**src/rtl/mega_rom_arbiter.sv**
```systemverilog
// Shares one registered-read program ROM between instruction fetch and LPM byte reads; LPM has priority.
// Optional fetch starvation guard: define MEGA_ROM_ARB_STARVE_GUARD_EN to build it.
module mega_rom_arbiter #(
  parameter int ADDR_ROM_BUS_WIDTH = 14,
  parameter int STARVE_LIMIT       = 4
) (
  input  logic                          clk,
  input  logic                          rst_n,
  input  logic                          fetch_req,
  input  logic [ADDR_ROM_BUS_WIDTH-1:0] fetch_addr,
  output logic                          fetch_gnt,
  output logic                          fetch_valid,
  output logic [15:0]                   fetch_data,
  input  logic                          lpm_req,
  input  logic [ADDR_ROM_BUS_WIDTH:0]   lpm_addr,
  output logic                          lpm_gnt,
  output logic                          lpm_valid,
  output logic [7:0]                    lpm_data,
  output logic [ADDR_ROM_BUS_WIDTH-1:0] rom_a,
  input  logic [15:0]                   rom_d
);

  localparam int AW = ADDR_ROM_BUS_WIDTH;

  logic          r_fetch_valid;
  logic          r_lpm_valid;
  logic          r_byte_sel;
  logic [AW-1:0] r_held_addr;
  logic          w_fetch_force;
  logic          w_fetch_gnt;
  logic          w_lpm_gnt;

`ifdef MEGA_ROM_ARB_STARVE_GUARD_EN
  localparam int CW = $clog2(STARVE_LIMIT + 1);

  logic [CW-1:0] r_starve_cnt;

  // Once fetch has been refused STARVE_LIMIT cycles in a row it wins the next arbitration.
  assign w_fetch_force = (r_starve_cnt == CW'(STARVE_LIMIT));

  always_ff @(posedge clk or negedge rst_n) begin
    if (!rst_n) begin
      r_starve_cnt <= '0;
    end else if (!fetch_req || w_fetch_gnt) begin
      r_starve_cnt <= '0;
    end else begin
      r_starve_cnt <= r_starve_cnt + CW'(1);
    end
  end
`else
  logic w_unused_starve_limit;

  assign w_unused_starve_limit = (STARVE_LIMIT > 0);
  assign w_fetch_force         = 1'b0;
`endif

  // Grants are combinational and suppressed while reset is asserted so nothing issues during reset.
  always_comb begin
    w_fetch_gnt = 1'b0;
    w_lpm_gnt   = 1'b0;
    if (rst_n) begin
      w_fetch_gnt = fetch_req && (!lpm_req || w_fetch_force);
      w_lpm_gnt   = lpm_req && !w_fetch_gnt;
    end
  end

  always_comb begin
    rom_a = '0;
    if (rst_n) begin
      if (w_fetch_gnt) begin
        rom_a = fetch_addr;
      end else if (w_lpm_gnt) begin
        rom_a = lpm_addr[AW:1];
      end else begin
        rom_a = r_held_addr;
      end
    end
  end

  always_ff @(posedge clk or negedge rst_n) begin
    if (!rst_n) begin
      r_fetch_valid <= 1'b0;
      r_lpm_valid   <= 1'b0;
      r_held_addr   <= '0;
      r_byte_sel    <= 1'b0;
    end else begin
      r_fetch_valid <= w_fetch_gnt;
      r_lpm_valid   <= w_lpm_gnt;
      if (w_fetch_gnt || w_lpm_gnt) begin
        r_held_addr <= rom_a;
      end
      if (w_lpm_gnt) begin
        r_byte_sel <= lpm_addr[0];
      end
    end
  end

  // Read data comes straight from the ROM's output register, aligned with the valid pulse.
  assign fetch_gnt   = w_fetch_gnt;
  assign lpm_gnt     = w_lpm_gnt;
  assign fetch_valid = r_fetch_valid;
  assign lpm_valid   = r_lpm_valid;
  assign fetch_data  = rom_d;
  assign lpm_data    = r_byte_sel ? rom_d[15:8] : rom_d[7:0];

endmodule

```
**config.mk**
```make
export PLATFORM = sky130hd
export DESIGN_NAME = mega_rom_arbiter
export DESIGN_NICKNAME = d
export VERILOG_FILES = /design/src/rtl/mega_rom_arbiter.sv
export SDC_FILE = /design/constraint.sdc
export NUM_CORES = 1
export LEC_CHECK = 0
export ABC_AREA = 1
export CAP_MARGIN = 20
export CORE_UTILIZATION = 37
export DETAILED_ROUTE_END_ITERATION = 6
export GPL_ROUTABILITY_DRIVEN = 0
export PLACE_DENSITY_LB_ADDON = 0.15
export RECOVER_POWER = 50
export SETUP_SLACK_MARGIN = 0.4
export SYNTH_ARGS = -nofsm -noshare
export SYNTH_HDL_FRONTEND = slang
export SYNTH_SLANG_ARGS = --single-unit
```
**constraint.sdc**
```tcl
create_clock -name clk -period 3.3 [get_ports clk]
set_input_delay 0.99 -clock clk [delete_from_list [all_inputs] [get_ports clk]]
set_output_delay 0.99 -clock clk [all_outputs]
set_load 0.1 [all_outputs]
```
==> impl_metrics.csv, run 1 <==
group,metric,value,unit
clocking,clockBufferDepth,2,
clocking,numCtsBuffers,3,
yosys,synth.avg_cell_area,6.69,µm²
yosys,synth_top_family_by_area,"simple AND/OR/NAND/NOR gates",
grt,gr-total-overflow,54,
sta,worst-ep-kind,"top-level output",
place,port_buffers,90,
run_status,haltStage,"global routing",
clocking,cts_sinks,17,
floorplanning,initial_utilization,0.401,
yosys,synth_area,1260,µm²
yosys,synth_xor_xnor_area_share,0,
grt,grt_max_degree,20,
yosys,synth_cell_types,14,
grt,antenna_found_initial,4,
sta,worst_endpoint,"rom_a[2]",
floorplanning,die_x,60.5,µm
run_status,status,"did not finish",
yosys,synth-compound-area-share,0.0554,
clocking,htree_levels,1,
yosys,synth_seq_area_share,0.336,
yosys,yosys.area_share.adder,0,
yosys,synth-simple-area-share,0.371,
yosys,syn-num-nets,238,
grt,grt_util_all_layers,0.763,
place,dp_hpwl,3.98,mm
yosys,synthMuxAreaShare,0.0712,
floorplanning,rows,20,
clocking,root_buffer,"clkbuf_4",
yosys,ys_ff_latch,17,
run_status,stop_error,"[ERROR GRT-0232] Routing congestion too high. Check the congestion heatmap in the GUI.",
yosys,yosysWarnings,0,
floorplanning,die_height,60.5,µm
floorplanning,pin_count,91,
yosys,synth_cells,189,
## timing repair
action | CTS
hold buffers | 0
setup endpoints to repair | 24
gates resized for setup | 81
gates cloned | 1
buffers inserted | 16
pin swaps | 46
## cell usage after synthesis
cell type  number  area [µm²]
nor2_2          1        6.26
nand3_1        14        70.1
clkbuf_2        1        5.00
dfrtp_1        17         425
inv_1           1        3.75
inv_2           2        7.51
mux2_2          8        90.1
nand2_1        75         282
buf_4          21         158
buf_6           1        11.3
nor2_1         28         105
buf_2           5        25.0
nand2_2         1        6.26
o21ai_0        14        70.1
## per-stage QoR
step	setup slack [ns]	instances	setup TNS, ns	cell area, µm²
2_1_floorplan	0.339	189	0	1490
3_3_place_gp	-0.00447	308	-0.00758	2730
3_5_place_dp	-0.0612	308	-0.446	2730
4_1_cts	0.345	329	0	3020
## cells by family after synthesis
| logic type | count (synthesis) |
|---|---|
| AND/OR/NAND/NOR | 119 |
| buffers and inverters | 31 |
| flip-flops | 17 |
| AO/OA/AOI/OAI | 14 |
| multiplexers | 8 |
## routing by layer
layer / GRT usage / overflow
met1: 0.702 / 0
met2: 0.956 / 26
met3: 0.595 / 0
met4: 0.909 / 28
met5: 0.157 / 0
==> inputs of run 2 (changes only) <==
- CORE_AREA: default -> 2 2 63 65
- CORE_UTILIZATION: 37 -> default
- DIE_AREA: default -> 0 0 65 67
- SETUP_SLACK_MARGIN: 0.4 -> default
==> run 2 against run 1 <==
  * The run now ends clean
  * Synthesized cell count did not move
  * Synthesized area stayed put
==> impl_metrics.csv, run 2 <==
group,metric,value,unit
power,p_per_area,404,nW/µm²
yosys,yosysWarnings,0,
grt,grt_pass1_wl,6.89,mm
power,seqPwrFrac,0.221,
sta,timing.final.max_slew_violations,0,
setup_path,arrival,2.20,ns
setup_path,r2r_cells,5,
setup_path,cp_cell_sequence,"dlygate4sd2_1 -> inv_2 -> nand2_1 -> buf_4 -> o21ai_0 -> buf_4 -> nor2_4 -> buf_12",
layout,layout_common_cells,"74 x nand2_1, 45 x clkdlybuf4s50_1, 40 x buf_12, 21 x buf_4, 17 x dfrtp_1",
floorplanning,die_height,67,µm
detailed_routing,drt_wl_total,4.48,mm
grt,gr-total-overflow,0,
clocking,numCtsBuffers,3,
layout,drive_gt1_frac,0.345,
floorplanning,pin_count,91,
sta,tns,0,ns
yosys,synth-simple-area-share,0.371,
clocking,cts_hold_buffers,0,
sta,max_freq,313,MHz
place,port_buffers,90,
layout,fin_nets,331,
detailed_routing,viasPerCell,4.66,
setup_path,r2r_end,"r_held_addr[3]",
floorplanning,core_area,3610,µm²
layout,top_register,"r_held_addr",
yosys,yosys.area_share.adder,0,
yosys,synth-async-reset-ratio,1.00,
grt,antenna_found_initial,0,
layout,final_cell_area,2760,µm²
grt,grt_pass1_vias,1424,
clocking,clock_latency,0.25,ns
sta,worstMarginPinSlew,1.19,ns
sta,slew_headroom,0.211,
clocking,cts_tree,"done",
yosys,ys_top_cells_by_count,"75 x nand2_1, 28 x nor2_1, 21 x buf_4, 17 x dfrtp_1",
sta,hold_violations,0,
setup_path,worstPathRequired,2.31,ns
yosys,synth_cells,189,
sta,rsz0062_at_grt,"no",
floorplanning,rows,22,
power,leakagePower,1.31,nW
setup_path,r2r_start,"r_held_addr[3]",
sta,clock_skew,0,ns
yosys,synth_top_family_by_area,"simple AND/OR/NAND/NOR gates",
setup_path,startpoint,"lpm_req",
detailed_routing,antenna_left,0,
power,p_int,0.586,mW
clocking,htree_levels,1,
yosys,ys_ff_latch,17,
clocking,cts_sinks,17,
setup_path,cp_max_fo,8,
yosys,yosysTopAreaCellShare,0.336,
sta,period_needed,3.19,ns
detailed_routing,dr.pass1.iters,4,
sta,finalCritPeriodShare,0.967,
power,power.share.clock,0.146,
setup_path,critical-path-slowest-cell,"dlygate4sd2_1",
power,power_frac_comb,0.633,
place,pre_cts_slack,-0.0948,ns
yosys,ys.flop_type,"dfrtp_1",
yosys,synthMuxAreaShare,0.0712,
setup_path,crit_top_cell,"buf_4",
setup_path,cp-start-kind,"input pin",
clocking,clk_pin_slew,0.07,ns
layout,final_common_cell,"nand2_1",
yosys,synth_edf_count,0,
grt,grt_max_degree,26,
place,dp_hpwl,3.45,mm
setup_path,crit_path_end_kind,"primary output",
power,irDropWorstVdd,0.228,mV
yosys,yosys-top-cells-area,"dfrtp_1 34%, nand2_1 22%, buf_4 12%",
grt,grt_util_all_layers,0.206,
setup_path,crit_end,"rom_a[10]",
yosys,synth_cell_types,14,
place,dpl_cell_area,2680,µm²
power,p_switching,0.528,mW
floorplanning,die_x,65,µm
run,max_cap_violations,0,
setup_path,crit_type,"input pin to primary output",
min_path,hp-class,"flip-flop to flip-flop",
floorplanning,initial_utilization,0.351,
yosys,synth.avg_cell_area,6.69,µm²
power,p_sw_frac,0.474,
yosys,synth.most_common_cell,"nand2_1",
yosys,synth_area,1260,µm²
floorplanning,die-area,4360,µm²
layout,diodes,0,
detailed_routing,vias,1534,
yosys,synth_seq_area_share,0.336,
run_status,status,"completed",
clocking,root_buffer,"clkbuf_8",
yosys,syn-num-nets,238,
setup_path,rrSetupSlack,2.44,ns
yosys,synth-compound-area-share,0.0554,
yosys,synth_top_area_cell,"dfrtp_1",
detailed_routing,drt_iter0_markers,49,
sta,setup_viol,0,
sta,worst_slack,0.110,ns
layout,fill_cells,262,
yosys,synth_xor_xnor_area_share,0,
clocking,clockBufferDepth,2,
min_path,hold_depth,4,
detailed_routing,wl_per_cell,13.6,µm
detailed_routing,drc,0,
setup_path,cpPeakStageDelay,0.38,ns
layout,largest_register_ffs,14,
layout,syn_to_final_growth,118,%
-- run 2: final cells by class --
class | count | area [µm²] | area share
multi-input cells | 141 | 722 | 0.262
flip-flops and latches | 17 | 425 | 0.154
inverters | 3 | 11.3 | 0.00409
repair buffers | 116 | 1490 | 0.541
clock buffers | 3 | 41.3 | 0.0150
clock inverters | 1 | 5.00 | 0.00182
well taps | 48 | 60.1 | 0.0218
-- run 2: power by group through the flow --
| stage | Combinational (mW) | Sequential (mW) | Clock (mW) |
|---|---|---|---|
| final | 0.705 | 0.247 | 0.163 |
| after global routing | 0.736 | 0.250 | 0.176 |
| after CTS | 0.708 | 0.247 | 0.164 |
| after detailed placement | 0.705 | 0.251 | 0 |
| after global placement | 0.698 | 0.250 | 0 |
| after floorplan | 0.429 | 0.252 | 0 |
-- run 2: worst min-delay path by stage --
stage	startpoint	endpoint	slack [ns]
CTS	r_held_addr[0]	r_held_addr[0]	0.56
global route	rst_n	r_held_addr[2]	0.57
finish	r_held_addr[0]	r_held_addr[0]	0.56
detailed placement	r_held_addr[0]	r_held_addr[0]	0.54
floorplan	r_held_addr[2]	r_held_addr[2]	0.52
global placement	r_held_addr[8]	r_held_addr[8]	0.54
-- run 2: what timing repair did --
item                       CTS  global route
gates cloned                 0             0
setup endpoints to repair   14            14
gates resized for setup      3             7
buffers inserted             0             4
pin swaps                    0             2
-- run 2: cell families after synthesis --
group                  after synthesis
AO/OA/AOI/OAI                       14
buffers and inverters               31
flip-flops                          17
multiplexers                         8
AND/OR/NAND/NOR                    119
-- run 2: worst max-delay path, delay by kind of cell --
kind	cells	cell delay [ns]
buffers and inverters	5	0.92
and+or+nand+nor	2	0.19
AOI/OAI and AO/OA	1	0.09
-- run 2: per-layer routing --
metal / up-vias / track usage / wire length, µm / share of wire
li1: 761 / - / - / -
met1: 706 / 0.254 / 1760 / 0.39
met2: 64 / 0.354 / 2240 / 0.50
met3: 3 / 0.0693 / 445 / 0.099
met4: 0 / 0.0346 / 26 / 0.0058
met5: - / 0 / 0 / 0
-- run 2: through the flow --
step                 util  total power [mW]  instances  hold WS [ns]
global route        0.764              1.16        329         0.568
finish              0.764              1.11        329         0.557
detailed placement  0.742             0.955        321         0.540
global placement    0.742             0.948        321         0.541
floorplan               -             0.681        189         0.523
CTS                 0.757              1.12        325         0.556
Note: power is estimated with default switching activity, not from simulation.
==> inputs of run 3 (changes only) <==
--- a/config.mk
+++ b/config.mk
@@ -14,4 +14,5 @@
 export PLACE_DENSITY_LB_ADDON = 0.15
 export RECOVER_POWER = 50
+export SLEW_MARGIN = 40
 export SYNTH_ARGS = -nofsm -noshare
 export SYNTH_HDL_FRONTEND = slang
==> constraint.sdc (replaced) <==
create_clock -name clk -period 3.3 [get_ports clk]
set_input_delay 0.99 -clock clk [delete_from_list [all_inputs] [get_ports clk]]
set_output_delay 0.99 -clock clk [all_outputs]
set_load 0.05 [all_outputs]
==> run 3 against run 2 <==
  * Sequential cell count unchanged
  * Core utilization fell by 3.9 points
  * Final cell count shrank 3.3%
  * Die area unchanged
  * Non-clock buffer count decreased by 11
  * Critical path type unchanged
  * Clock skew did not move
  * Final area fell by 5.0%
  * Sequential share of layout area increased by 0.82 points
  * Highest routed layer unchanged
  * Hold slack worse by 0.0011 ns
  * Global-route usage is 0.79 points lower
  * Register-to-register slack improved by 0.07 ns
==> impl_metrics.csv, run 3 (synthesized netlist as in run 2, its figures left out) <==
group,metric,value,unit
layout,fill_cells,264,
place,dp_hpwl,3.46,mm
power,power.share.clock,0.168,
grt,grt_pass1_wl,6.70,mm
power,irDropWorstVdd,0.264,mV
clocking,clock_latency,0.25,ns
sta,timing.hold.ws,0.556,ns
sta,timing.final.max_slew_violations,0,
setup_path,crit_path_end_kind,"primary output",
layout,final_cells,318,
sta,slew_headroom,0.656,
sta,max_freq,310,MHz
clocking,cts_sinks,17,
sta,worstMarginPinSlew,0.515,ns
power,power_frac_comb,0.565,
grt,grt_pass1_vias,1427,
layout,largest_register_ffs,14,
floorplanning,initial_utilization,0.351,
power,seqPwrFrac,0.267,
grt,grt_util_all_layers,0.199,
layout,diodes,0,
place,dp_cells,314,
detailed_routing,viasPerCell,4.64,
floorplanning,rows,22,
run,max_cap_violations,0,
clocking,htree_levels,1,
layout,layout_common_cells,"76 x nand2_1, 47 x clkdlybuf4s50_1, 41 x buf_12, 17 x dfrtp_1, 15 x nor2_2",
grt,gr-total-overflow,0,
detailed_routing,vias,1474,
setup_path,crit_type,"input pin to primary output",
place,port_buffers,90,
floorplanning,core_area,3610,µm²
detailed_routing,drt_iter0_markers,63,
grt,antenna_found_initial,0,
setup_path,crit_buf_inv,3,
power,p_int,0.569,mW
setup_path,r2r_cells,2,
sta,setup_viol,0,
clocking,clockBufferDepth,2,
run_status,status,"completed",
detailed_routing,dr.pass1.iters,4,
grt,grt_max_degree,21,
layout,syn_to_final_growth,107,%
clocking,cts_setup_buffers,0,
floorplanning,die_x,65,µm
detailed_routing,wl_per_cell,13.1,µm
power,p_sw_frac,0.383,
layout,drive_gt1_frac,0.300,
setup_path,path_depth,7,
setup_path,critPathTopFamily,"buffers and inverters",
setup_path,critical-path-slowest-cell,"clkdlybuf4s50_1",
sta,period_needed,3.23,ns
layout,fin_nets,320,
setup_path,cp-start-kind,"input pin",
power,p_per_area,352,nW/µm²
detailed_routing,drc,0,
setup_path,worstPathRequired,2.31,ns
detailed_routing,drt_wl_total,4.18,mm
clocking,numCtsBuffers,3,
clocking,root_buffer,"clkbuf_8",
power,p_switching,0.353,mW
setup_path,cp_max_fo,9,
sta,hold_violations,0,
power,leakagePower,1.23,nW
min_path,hp-class,"input pin to asynchronous set/reset pin",
detailed_routing,antenna_left,0,
setup_path,arrival,2.24,ns
layout,final_cell_area,2620,µm²
setup_path,crit_top_cell,"nor2_2",
place,dpl_cell_area,2550,µm²
sta,finalCritPeriodShare,0.978,
power,power,0.922,mW
setup_path,cp_cell_sequence,"clkdlybuf4s50_1 -> nand2_1 -> nor2_2 -> buf_4 -> nor2_1 -> nor2_2 -> buf_12",
sta,tns,0,ns
sta,clock_skew,0,ns
floorplanning,pin_count,91,
setup_path,cpPeakStageDelay,0.48,ns
clocking,clk_pin_slew,0.06,ns
layout,top_register,"r_held_addr",
layout,final_common_cell,"nand2_1",
floorplanning,die-area,4360,µm²
clocking,cts_tree,"done",
floorplanning,die_height,67,µm
## run 3: cell count changes in the layout (fill, tap and decap cells not counted), moves of 2 or more
cell and delta:
buf_4 -9, buf_6 -2, clkdlybuf4s50_1 +2, nand2_1 +2, nor2_2 +10, nor2_4 -10
## run 3: repair_timing
| item | 4_1_cts | 5_1_grt |
|---|---|---|
| hold buffers | 0 | 0 |
| resized for setup | 1 | 14 |
| gates cloned | 0 | 0 |
| endpoints found under the setup margin | 14 | 14 |
## run 3: worst register-to-register path, cell delays in order, from the launching register on
cell and delay, ns:
dfrtp_1 0.51, nand2_1 0.12, nand2_1 0.06
## run 3: metal layers
metal | track usage | wire, µm
met1 | 0.259 | 1790
met2 | 0.335 | 2070
met3 | 0.0524 | 310
met4 | 0.0293 | 7
met5 | 0 | 0
## run 3: power by group through the flow
stage | logic [mW] | clock network (mW) | registers [mW]
6_report | 0.520 | 0.155 | 0.246
5_1_grt | 0.551 | 0.169 | 0.250
4_1_cts | 0.517 | 0.161 | 0.246
3_5_place_dp | 0.515 | 0 | 0.250
3_3_place_gp | 0.510 | 0 | 0.249
2_1_floorplan | 0.260 | 0 | 0.248
## run 3: final timing paths
kind                           startpoint         endpoint  slack (ns)
setup reg to reg               r_byte_sel       r_byte_sel        2.51
hold / removal                      rst_n   r_held_addr[4]        0.56
hold reg to reg            r_held_addr[2]   r_held_addr[2]        0.56
max in group asynchronous           rst_n  r_held_addr[10]        2.18
min in group clk           r_held_addr[2]   r_held_addr[2]        0.56
setup / recovery                fetch_req         rom_a[3]        0.07
## run 3: cell type report
type | count | area (µm²) | area share
Tap cell | 48 | 60.1 | 0.0230
Multi-Input combinational cell | 141 | 662 | 0.253
Clock buffer | 4 | 45.0 | 0.0172
Timing Repair Buffer | 105 | 1410 | 0.540
Sequential cell | 17 | 425 | 0.163
Inverter | 3 | 11.3 | 0.00430
## run 3: metrics by stage
stage,setup slack (ns),utilization
after global placement,-0.104,0.706
after detailed placement,-0.104,0.706
after CTS,0.00129,0.719
final,0.0740,0.726
after global routing,-0.00979,0.726
after floorplan,0.121,-
